--- src/rtl/alu_pkg.sv ---
// alu_pkg: shared definitions for the pipelined execute-stage ALU.
//   - OP_* : 5-bit opcode map
//   - FLAG_* : bit positions of the registered flag vector
//   - op_updates_cf : which opcodes write the architectural carry flag
package alu_pkg;

    localparam logic [4:0] OP_NOP   = 5'b00000;
    localparam logic [4:0] OP_INC   = 5'b00001;
    localparam logic [4:0] OP_ADD   = 5'b00010;
    localparam logic [4:0] OP_ADC   = 5'b00011;
    localparam logic [4:0] OP_SBB   = 5'b00100;
    localparam logic [4:0] OP_SUB   = 5'b00101;
    localparam logic [4:0] OP_DEC   = 5'b00110;
    localparam logic [4:0] OP_MOV   = 5'b00111;
    localparam logic [4:0] OP_ROR   = 5'b01000;
    localparam logic [4:0] OP_SHR   = 5'b01001;
    localparam logic [4:0] OP_SHL   = 5'b01010;
    localparam logic [4:0] OP_ROL   = 5'b01011;
    localparam logic [4:0] OP_OR    = 5'b11000;
    localparam logic [4:0] OP_XOR   = 5'b11010;
    localparam logic [4:0] OP_AND   = 5'b11100;
    localparam logic [4:0] OP_NOT   = 5'b11110;
    localparam logic [4:0] OP_STORE = 5'b11011;

    localparam int unsigned FLAG_CARRY   = 0;
    localparam int unsigned FLAG_ZERO    = 1;
    localparam int unsigned FLAG_NEG     = 2;
    localparam int unsigned FLAG_OVF     = 3;
    localparam int unsigned FLAG_ILLEGAL = 4;
    localparam int unsigned FLAG_W       = 5;

    // Arithmetic ops and the two true shifts write cf; rotates, logic,
    // moves and illegal opcodes leave it untouched.
    function automatic logic op_updates_cf(input logic [4:0] op);
        logic upd;
        upd = 1'b0;
        case (op)
            OP_INC, OP_ADD, OP_ADC, OP_SBB, OP_SUB, OP_DEC,
            OP_SHR, OP_SHL: upd = 1'b1;
            default:        upd = 1'b0;
        endcase
        return upd;
    endfunction

endpackage

--- src/rtl/alu_pipe_core.sv ---
// alu_pipe_core: purely combinational ALU datapath.
//   a, b      : operands (b[SHAMT_W-1:0] is the shift amount)
//   opcode    : operation select (see alu_pkg)
//   cf_in     : architectural carry flag consumed by ADC/SBB
//   result    : operation result (0 for illegal opcodes)
//   carry     : carry/borrow or last bit shifted out
//   ovf       : signed overflow of the arithmetic ops
//   illegal   : opcode not in the map
module alu_pipe_core
    import alu_pkg::*;
#(
    parameter int WIDTH = 32
) (
    input  logic [WIDTH-1:0] a,
    input  logic [WIDTH-1:0] b,
    input  logic [4:0]       opcode,
    input  logic             cf_in,
    output logic [WIDTH-1:0] result,
    output logic             carry,
    output logic             ovf,
    output logic             illegal
);

    localparam int SHAMT_W = $clog2(WIDTH);

    logic [SHAMT_W-1:0]   s;
    logic [WIDTH-1:0]     addend;
    logic                 cin;
    logic                 inv_carry;
    logic [WIDTH:0]       sum;
    logic                 add_ovf;
    logic [2*WIDTH-1:0]   shl_ext;
    logic [2*WIDTH-1:0]   shr_ext;
    logic [2*WIDTH-1:0]   ror_ext;
    logic [2*WIDTH-1:0]   rol_ext;

    assign s = b[SHAMT_W-1:0];

    // All arithmetic shares one adder. Subtraction is a + ~x + !borrow_in,
    // so the adder carry-out is the inverse of the borrow.
    always_comb begin
        addend    = b;
        cin       = 1'b0;
        inv_carry = 1'b0;
        case (opcode)
            OP_INC: begin addend = '0; cin = 1'b1; end
            OP_ADD: begin addend = b;  cin = 1'b0; end
            OP_ADC: begin addend = b;  cin = cf_in; end
            OP_SUB: begin addend = ~b; cin = 1'b1;   inv_carry = 1'b1; end
            OP_SBB: begin addend = ~b; cin = ~cf_in; inv_carry = 1'b1; end
            OP_DEC: begin addend = '1; cin = 1'b0;   inv_carry = 1'b1; end
            default: begin addend = b; cin = 1'b0; inv_carry = 1'b0; end
        endcase
    end

    assign sum     = {1'b0, a} + {1'b0, addend} + {{WIDTH{1'b0}}, cin};
    assign add_ovf = (a[WIDTH-1] == addend[WIDTH-1]) && (sum[WIDTH-1] != a[WIDTH-1]);

    // Double-width shifts: the bit adjacent to the result half is the last
    // bit shifted out (and is 0 when s == 0).
    assign shl_ext = {{WIDTH{1'b0}}, a} << s;
    assign shr_ext = {a, {WIDTH{1'b0}}} >> s;
    assign ror_ext = {a, a} >> s;
    assign rol_ext = {a, a} << s;

    always_comb begin
        result  = '0;
        carry   = 1'b0;
        ovf     = 1'b0;
        illegal = 1'b0;
        case (opcode)
            OP_NOP:   result = '0;
            OP_INC, OP_ADD, OP_ADC, OP_SBB, OP_SUB, OP_DEC: begin
                result = sum[WIDTH-1:0];
                carry  = sum[WIDTH] ^ inv_carry;
                ovf    = add_ovf;
            end
            OP_MOV:   result = a;
            OP_STORE: result = a;
            OP_ROR:   result = ror_ext[WIDTH-1:0];
            OP_ROL:   result = rol_ext[2*WIDTH-1:WIDTH];
            OP_SHR: begin
                result = shr_ext[2*WIDTH-1:WIDTH];
                carry  = shr_ext[WIDTH-1];
            end
            OP_SHL: begin
                result = shl_ext[WIDTH-1:0];
                carry  = shl_ext[WIDTH];
            end
            OP_OR:    result = a | b;
            OP_XOR:   result = a ^ b;
            OP_AND:   result = a & b;
            OP_NOT:   result = ~a;
            default:  illegal = 1'b1;
        endcase
    end

endmodule

--- src/rtl/alu_pipe.sv ---
// alu_pipe: two-stage pipelined execute-stage ALU with valid/ready flow
// control and an architectural carry flag.
//   clk, rst           : clock, synchronous active-high reset
//   in_valid/in_ready  : operand handshake (a_in, b_in, opcode_in)
//   flag_clr           : clear cf (wins over a same-cycle update)
//   out_valid/out_ready: result handshake
//   result, carry, zero, neg, ovf, illegal : registered result and flags
//   cf                 : architectural carry flag register
module alu_pipe
    import alu_pkg::*;
#(
    parameter int WIDTH = 32
) (
    input  logic             clk,
    input  logic             rst,
    input  logic             in_valid,
    output logic             in_ready,
    input  logic [WIDTH-1:0] a_in,
    input  logic [WIDTH-1:0] b_in,
    input  logic [4:0]       opcode_in,
    input  logic             flag_clr,
    output logic             out_valid,
    input  logic             out_ready,
    output logic [WIDTH-1:0] result,
    output logic             carry,
    output logic             zero,
    output logic             neg,
    output logic             ovf,
    output logic             illegal,
    output logic             cf
);

    logic             s1_valid;
    logic [WIDTH-1:0] s1_a;
    logic [WIDTH-1:0] s1_b;
    logic [4:0]       s1_op;
    logic             s2_adv;
    logic             cf_q;
    logic [FLAG_W-1:0] flags_q;

    logic [WIDTH-1:0] core_result;
    logic             core_carry;
    logic             core_ovf;
    logic             core_illegal;

    alu_pipe_core #(
        .WIDTH (WIDTH)
    ) u_core (
        .a       (s1_a),
        .b       (s1_b),
        .opcode  (s1_op),
        .cf_in   (cf_q),
        .result  (core_result),
        .carry   (core_carry),
        .ovf     (core_ovf),
        .illegal (core_illegal)
    );

    assign s2_adv   = s1_valid && (!out_valid || out_ready);
    assign in_ready = !rst && (!s1_valid || s2_adv);

    always_ff @(posedge clk) begin
        if (rst) begin
            s1_valid  <= 1'b0;
            s1_a      <= '0;
            s1_b      <= '0;
            s1_op     <= '0;
            out_valid <= 1'b0;
            result    <= '0;
            flags_q   <= '0;
            cf_q      <= 1'b0;
        end else begin
            if (in_valid && in_ready) begin
                s1_valid <= 1'b1;
                s1_a     <= a_in;
                s1_b     <= b_in;
                s1_op    <= opcode_in;
            end else if (s2_adv) begin
                s1_valid <= 1'b0;
            end

            if (s2_adv) begin
                out_valid              <= 1'b1;
                result                 <= core_result;
                flags_q[FLAG_CARRY]    <= core_carry;
                // Illegal ops force result 0 but must not report zero.
                flags_q[FLAG_ZERO]     <= !core_illegal && (core_result == '0);
                flags_q[FLAG_NEG]      <= core_result[WIDTH-1];
                flags_q[FLAG_OVF]      <= core_ovf;
                flags_q[FLAG_ILLEGAL]  <= core_illegal;
            end else if (out_ready) begin
                out_valid <= 1'b0;
            end

            // cf is read by the core and written on the same edge, so a
            // back-to-back ADC always sees its predecessor's carry.
            if (flag_clr) begin
                cf_q <= 1'b0;
            end else if (s2_adv && op_updates_cf(s1_op)) begin
                cf_q <= core_carry;
            end
        end
    end

    assign carry   = flags_q[FLAG_CARRY];
    assign zero    = flags_q[FLAG_ZERO];
    assign neg     = flags_q[FLAG_NEG];
    assign ovf     = flags_q[FLAG_OVF];
    assign illegal = flags_q[FLAG_ILLEGAL];
    assign cf      = cf_q;

endmodule

--- config.mk ---
export PLATFORM = sky130hd
export DESIGN_NAME = alu_pipe
export DESIGN_NICKNAME = d
export VERILOG_FILES = /design/src/rtl/alu_pkg.sv /design/src/rtl/alu_pipe_core.sv /design/src/rtl/alu_pipe.sv
export SDC_FILE = /design/constraint.sdc
export NUM_CORES = 1
export LEC_CHECK = 0
export ABC_AREA = 0
export CAP_MARGIN = 20
export CELL_PAD_IN_SITES_DETAIL_PLACEMENT = 1
export CELL_PAD_IN_SITES_GLOBAL_PLACEMENT = 2
export CORE_UTILIZATION = 36
export CTS_CLUSTER_SIZE = 25
export DETAILED_ROUTE_END_ITERATION = 8
export PLACE_DENSITY_LB_ADDON = 0.1
export REMOVE_ABC_BUFFERS = 1
export SETUP_SLACK_MARGIN = 0.4
export SLEW_MARGIN = 40
export SYNTH_ARGS = -nofsm -noshare
export SYNTH_HDL_FRONTEND = slang
export SYNTH_SLANG_ARGS = --single-unit
--- constraint.sdc ---
create_clock -name clk -period 6.7 [get_ports clk]
set_clock_uncertainty 0.05 [all_clocks]
set_input_delay 1.34 -clock clk [delete_from_list [all_inputs] [get_ports clk]]
set_output_delay 1.34 -clock clk [all_outputs]
set_load 0.02 [all_outputs]
# Yosys cells after proc, flatten, opt, wreduce, memory -nomap -nowiden
# Memory sizes are Yosys's and may differ from the RTL's. A register that Yosys moved wholly into a read port is not among the register bits.
# Index checks and enable logic that the tools add are counted.
# Widths: inputs -> output; s select.
# word_totals
reg_bits,109
mem_bits_ro,16
in_bits,74
n_memories,1
# memory_table
memory,depth,word_bits,read_ports,rd_clocked_by_memory_dff,write_ports,line,source
(name not given),16,1,1,1,0,alu_pkg.sv:37,case (op)
# op_classes
addsub,2
eq_ne,18
n_shift,4
n_mux,16
bitwise_logic,7
n_reduce_logical,22
# ops
op,count
$pmux 32 s10,1
$pmux 32 s3,1
$not 32->32,2
$shl 64x5->64,1
$shr 64x5->32,1
$shr 64x5->64,1
$add 32x32->33,1
$add 33x1->33,1
$shl 32x5->33,1
$and 32x32->32,1
$logic_not 32->1,1
$or 32x32->32,1
$xor 32x32->32,1
$eq 5x5->1 const B,5
$eq 5x3->1 const B,4
$eq 5x4->1 const B,4
$reduce_or 17->1,1
$eq 5x2->1 const B,2
$mux 1,10
$mux 4,2
$reduce_or 2->1,4
$logic_and 1x1->1,6
$pmux 1 s3,2
$reduce_or 6->1,1
10 further kinds,14

# Logic depth before layout (Yosys ltp)
# depth
word_depth,8
mapped_depth,22

# Hierarchy
# A second synthesis with hierarchy kept.
# unflattened
hier_cells,1835
area_unflattened_um2,13339.0
# modules_own_cells
mod,n_inst,cells_each,area_per_inst_um2,seq_area_each_um2
alu_pipe_core,1,1338,9222.6,0.0
alu_pipe,1,497,4116.4,2182.1

# Worst setup path before layout
# OpenSTA, ideal clock, no wires.
# synth_timing
path_type,register to register
from,register s1_op[1]
to,register flags_q[1]
setup_time_ns,0.059
arrival_ns,4.622
required_ns,6.591
slack_ns,1.968
path_stages_with_launch,23
path_cell_list,dfxtp_1 -> clkbuf_1 -> buf_1 -> buf_1 -> nor2_1 -> o21ai_1 -> clkbuf_1 -> nand2_1 -> o211ai_1 -> fa_1 -> inv_1 -> fa_1 -> nand2b_1 -> a211oi_1 -> o21ai_0 -> and2_1 -> o21ai_0 -> a31oi_1 -> xnor2_1 -> a2111o_1 -> nor4_1 -> nand4_1 -> nand2_1
# synth_between
elab_chain_cells,8
word_cells_on_any_way,29
classes_between,add/sub (2); eq/ne (16); mux (3); reduce/logical (8)
# synth_lines
item,line,source
"start, declared",alu_pipe.sv:36,logic [4:0] s1_op;
"start signal, assigned",alu_pipe.sv:77,s1_op <= opcode_in;
$eq 5x3->1,"alu_pipe_core.sv:45, alu_pipe_core.sv:71",
$reduce_or 2->1 (no line),-,
$pmux 32 s3,alu_pipe_core.sv:45,case (opcode)
$add 32x32->33,alu_pipe_core.sv:56,"assign sum = {1'b0, a} + {1'b0, addend} + {{WIDTH{1'b0}}, cin};"
$add 33x1->33,alu_pipe_core.sv:56,
$pmux 32 s10,alu_pipe_core.sv:71,case (opcode)
$logic_not 32->1,alu_pipe.sv:87,flags_q[FLAG_ZERO] <= !core_illegal && (core_result == '0);
$logic_and 1x1->1 (*),alu_pipe.sv:87,
"end signal, assigned by index",alu_pipe.sv:87,
"end signal, assigned by index",alu_pipe.sv:88,flags_q[FLAG_NEG] <= core_result[WIDTH-1];
"end signal, assigned by index",alu_pipe.sv:89,flags_q[FLAG_OVF] <= core_ovf;
"end, declared",alu_pipe.sv:39,logic [FLAG_W-1:0] flags_q;
# Every way passes the cells marked *; elsewhere a longest branch is shown, timed or not.
# A chain may end at the register's enable or synchronous reset.

# Final worst setup path
# layout_timing
from,register s1_op[2]
to,register flags_q[1]
# Same word-level chain as after synthesis.

==> metrics <==
fin crit period 5.70 ns; wire per inst 32.6 um; area delta synth->final 12.6%; Final Setup Violations 0; worst hold-check path type reg -> reg; worst slew pin tran 0.952 ns; synth cell count leaders nand2_1, nor2_1, clkbuf_1; slowest stage delay, CP 0.78 ns; Yosys warning total 0; post_cts resized 0; Post-synth top flop dfxtp_1; routed wire length 78.1 mm; final antenna-violating net count 0; pwr/cell area 170 nW/um^2; ant diodes 0; Slew HR 0.365; syn avg cell area 7.77 um^2; gate count after technology mapping 1,879; worst hold start result[26]; CP endpoint kind register; clk_lat worst skew 0.42 ns; Unique masters post-synth 78; Crit Path Category reg -> reg; dominant cell type by area after synthesis dfxtp_1; Setup TNS Final 0 ns; Worst R2R Path Depth 16; DR pass1 iterations 6; routability-driven placement congestion ratio 1.02; Hold Slack 0.415 ns; Die W 203 um; io pins 114; most frequent cell after synthesis nand2_1; DPL Wire Length 56.9 mm; Pint 1.51 mW; layout cells sized above 1 0.124; dominant cells by area after synthesis dfxtp_1, mux4_2, ha_1; Post-synth EDFFs 0; Min-Delay Endpoint result[26]; startpoint types register; first-pass GRT wire length 113 mm; # DRC 0; nets@finish 2,042; Final Cell Area 16,400 um^2; Mapped Area 14,600 um^2; via count 16,300; TritonCTS Buffers 9; clock share of power 0.214; Tcrit/Tclk final 0.851; initial antenna violation count 4; clock slew at reported path FFs 0.09 ns; logic gate share of total power 0.501; # hold bufs at CTS 0; die area 41,400 um^2; buffers added on ports 113; vias in the first global route 15,800; total track usage 0.376; CTS tree done; Leak 6.07 nW; DRT iter0 DRCs 1,960; Max FO, Critical Path 19; placed inst area 16,100 um^2; hold path cells 2; final hold vios 0; number of max-cap violations 0; Reg2Reg Launch Point s1_op[2]; Clock Tree Buf Depth 2; status completed; pin count of the biggest net entering global routing 134; CTS Root Cell clkbuf_16; Post-CTS Setup Inserts 0; Yosys top cell area share 0.149; Tot Pwr 2.80 mW; floorplan core area 39,900 um^2; initial core utilization 0.366; post-synthesis sequential element count 109; vias per std cell 6.79; sequential power share 0.286; Std-Cell Rows 73; Fmax 0.175 GHz; FF-to-FF setup slack 1.00 ns; Switching Share 0.461; worst path cell trace nand3b_1, o211ai_1, fa_1, inv_1, fa_1, nand2b_1, a211oi_1, o21ai_0, and2_1, o21ai_0, a31oi_1, xnor2_1, a2111o_1, nor4_1, nand4_1, nand2_1; Worst EP required 7.02 ns; H-Tree Depth 3; RSZ-0062 raised after global routing no; register area share after synthesis 0.149; r2r endpoint flags_q[1]; Critical Path Source s1_op[2]; Overflow after GRT 0; slowest CP cell dfxtp_1; Max VDD drop 158 uV; fin. max-slew vios 0; Worst EP arrival 6.02 ns; asr flop ratio synth 0; Sink Count 109; overall die height 203 um; sw power 1.29 mW
-- kinds of logic after synthesis --
logic type,Yosys count,synth area share
multiplexers,182,0.204
AND/OR/NAND/NOR,588,0.182
AO/OA/AOI/OAI,595,0.284
adder cells (fa/ha/maj),100,0.0867
flip-flops,109,0.149
buffers and inverters,282,0.0796
XOR/XNOR,23,0.0138
-- placed cells by master, fill, tap and decap left out, types with 16 or more instances in the layout --
cell type	instances
nand2_1	254
a21o_1	16
ha_1	98
o21ai_0	93
buf_4	66
nand4_1	16
nand3_1	33
o31ai_1	76
dfxtp_1	99
clkdlybuf4s50_1	112
nor3_1	28
a31oi_1	16
mux2_2	28
nor2_1	147
a21oi_1	96
a211oi_1	52
a22oi_1	20
nand2b_1	17
inv_1	77
o22ai_1	26
mux4_2	87
mux2i_1	65
o211ai_1	54
-- power groups by stage --
stage	sequential, mW	combinational, mW	clock, mW
2_1_floorplan	0.857	0.757	0
3_3_place_gp	0.808	1.34	0
3_5_place_dp	0.810	1.36	0
4_1_cts	0.796	1.37	0.614
5_1_grt	0.805	1.48	0.632
6_report	0.800	1.40	0.598
-- final cells by class --
| cell class | instances | area, um^2 |
|---|---|---|
| inverters | 80 | 300 |
| clock buffers | 10 | 229 |
| well taps | 525 | 657 |
| clock inverters | 6 | 68.8 |
| repair buffers | 180 | 1660 |
| fillers | 4760 | 23500 |
| flip-flops and latches | 109 | 2200 |
| multi-input cells | 1488 | 11300 |
-- layer usage --
layer,up-vias,GRT usage,share of wire
li1,7070,-,-
met1,8238,0.504,0.43
met5,-,0,0.00033
met4,4,0.165,0.046
met2,798,0.580,0.44
met3,162,0.0801,0.090
-- critical path: cells and delay by family (launching register included) --
family | cells | cell delay (ns)
DFF | 1 | 0.78
xor gates and xnor gates | 1 | 0.14
adders and majority gates | 2 | 0.81
buffers and inverters | 1 | 0.09
AOI/OAI and AO/OA | 6 | 1.85
and+or+nand+nor | 6 | 1.91
-- registers in the layout, indices dropped and copies added, names as in the netlist, named ones only --
| signal | flops |
|---|---|
| out_valid | 1 |
| s1_b | 32 |
| s1_valid | 1 |
| s1_op | 5 |
| flags_q | 5 |
| cf | 1 |
| s1_a | 32 |
| result | 31 |
-- how the worst max path moves through the flow --
stage	end	slack, ns	depth (start not counted)
after floorplan	flags_q[1]	-1.49	10
after CTS	flags_q[1]	1.13	15
after detailed placement	flags_q[1]	1.17	16
after global routing	flags_q[1]	0.52	17
final	flags_q[1]	1.00	16
after global placement	flags_q[1]	1.28	16
-- metrics by stage --
step / std cells / utilization / setup WS [ns]
after floorplan: 1677 / - / -1.49
after global placement: 2382 / 0.404 / 1.28
after detailed placement: 2382 / 0.404 / 1.17
after CTS: 2398 / 0.412 / 1.13
after global routing: 2398 / 0.412 / 0.519
final: 2398 / 0.412 / 1.00
(Power assumes the default switching activity.)
==> RTL edit: new RTL, same flow settings <==
`WIDTH` is set to 32 in 2 places; all go to 16.
--- a/src/rtl/alu_pipe_core.sv
+++ b/src/rtl/alu_pipe_core.sv
@@ -10,5 +10,5 @@
     import alu_pkg::*;
 #(
-    parameter int WIDTH = 32
+    parameter int WIDTH = 16
 ) (
     input  logic [WIDTH-1:0] a,
--- a/src/rtl/alu_pipe.sv
+++ b/src/rtl/alu_pipe.sv
@@ -10,5 +10,5 @@
     import alu_pkg::*;
 #(
-    parameter int WIDTH = 32
+    parameter int WIDTH = 16
 ) (
     input  logic             clk,
Ports: changed (resized a_in, b_in and result); port bits go from 114 to 66. No check against the original RTL was run, so the function may have changed too.
==> RTL edit against the unedited design <==
Total power shrank 46%. Design area decreased by 51%. Routed wire length decreased by 64%. Clock power decreased by 13%. Fmax up 15%. Sequential cell count shrank 48. Setup slack improved by 0.75 ns. Area after synthesis shrank 52%.
==> RTL edit: results (changes against the unedited design) <==
status = finished clean
initial antenna violation count = 0 (-4)
Slew @ Worst Pin = 0.8763 ns (-0.07561 ns)
commonest cells in the netlist = 84 x nand2_1, 73 x nor2_1, 61 x clkbuf_1, 61 x dfxtp_1, 55 x a21oi_1
wire per inst = 25.10 µm (-23%)
Total Nets Final = 955 (-53%)
RePlAce Congestion = 0.9173 (-10%)
R2R Path Start = s1_op[0]
PortBufs = 65 (-42%)
top cells by area, synth = dfxtp_1 17%, mux4_2 14%, ha_1 8.9%, nand2_1 4.5%, o31ai_1 4.0%
Filler cells = 2244 (-53%)
Detail Placement HPWL = 19990 µm (-65%)
clk_lat worst skew = 0.35 ns (-0.07 ns)
1st-iter DRT viols = 532 (-73%)
largest registers = s1_a (16), s1_b (16), result (15)
clk slew on worst S/H paths = 0.06 ns (-0.03 ns)
CP max FO = 16 (-3)
Critical Path AT = 5.19 ns (-0.83 ns)
first-pass GRT wire length = 43910 µm (-61%)
Pleak = 2.939 nW (-52%)
r2r setup slk = 1.75 ns (+0.75 ns)
Synth cell types = 75 (-3.8%)
post-synthesis async set-or-reset flop share = 0% (unchanged)
largest net degree at the start of global routing = 51 (-62%)
vias in the first global route = 7319 (-54%)
overall routing resource usage = 29.02% (-8.6 points)
sequential element share of the synthesized area = 17.38% (+2.4 points)
layout cells sized above 1 = 11.20% (-1.2 points)
RTL edit: changes by cell type after synthesis, moves of 32 or more:
cell | unedited run | this run
o21ai_0 | 95 | 54
o31ai_1 | 76 | 37
nor2_1 | 149 | 73
a211oi_1 | 52 | 20
dfxtp_1 | 109 | 61
mux4_2 | 87 | 43
nand2_1 | 254 | 84
mux2i_1 | 65 | 25
ha_1 | 98 | 50
inv_1 | 79 | 41
clkbuf_1 | 137 | 61
a21oi_1 | 96 | 55
o211ai_1 | 54 | 5
RTL edit: critical path: stages (launching register included):
cell and delay (ns):
dfxtp_1 0.65, nor2_1 0.12, or4_1 0.74, a21oi_1 0.23, o21ai_0 0.13, fa_1 0.45
a211oi_1 0.46, or3_1 0.18, a21oi_1 0.05, a2111oi_0 0.41, nand4_1 0.19, nor4_1 0.54
nand4_1 0.18, nor4_1 0.32, a31o_1 0.18
RTL edit: kinds of logic after synthesis:
family / share of synthesized area [%]
compound gates: 26.57
xor+xnor: 1.247
buf+inv: 8.032
mux: 20.07
simple gates: 17.22
flops: 17.38
fa+ha+maj: 9.475
RTL edit: power breakdown:
part | leakage, nW | switching [W] | total, W | internal [W]
Sequential | 0.506 | 0.0000773 | 0.000468 | 0.000390
Clock | 0.150 | 0.000192 | 0.000519 | 0.000327
Combinational | 2.28 | 0.000293 | 0.000513 | 0.000220
RTL edit: worst min path at each step:
stage | from | endpoint | slack, ns | depth (start not counted)
6_report | result[1] | result[1] | 0.41 | 2
5_1_grt | result[1] | result[1] | 0.43 | 2
4_1_cts | result[1] | result[1] | 0.42 | 2
3_5_place_dp | result[1] | result[1] | 0.41 | 2
3_3_place_gp | result[11] | result[11] | 0.40 | 2
2_1_floorplan | s1_b[10] | s1_b[10] | 0.44 | 2
RTL edit: final cells by class:
class | count | area share (%)
Multi-Input combinational cell | 670 | 65.52
Sequential cell | 61 | 15.37
Timing Repair Buffer | 76 | 9.081
Tap cell | 260 | 4.057
Clock buffer | 11 | 2.902
Inverter | 43 | 2.013
Clock inverter | 5 | 1.061
RTL edit: per-layer routing:
metal	share of wire [%]	wire length, µm	global-route usage (%)
met1	44	12500	38.34
met2	46	13090	46.12
met5	0	0	0
met3	5.4	1535	5.164
met4	4.0	1131	13.13
RTL edit: through the flow:
step	std cells	worst slack [ns]	util, %	area (µm²)
6_report	1126	1.751	42.44	8019
4_1_cts	1126	1.796	42.41	8013
2_1_floorplan	774	2.099	-	6623
5_1_grt	1126	1.340	42.44	8019
3_5_place_dp	1110	1.855	40.73	7695
3_3_place_gp	1110	1.873	40.70	7689
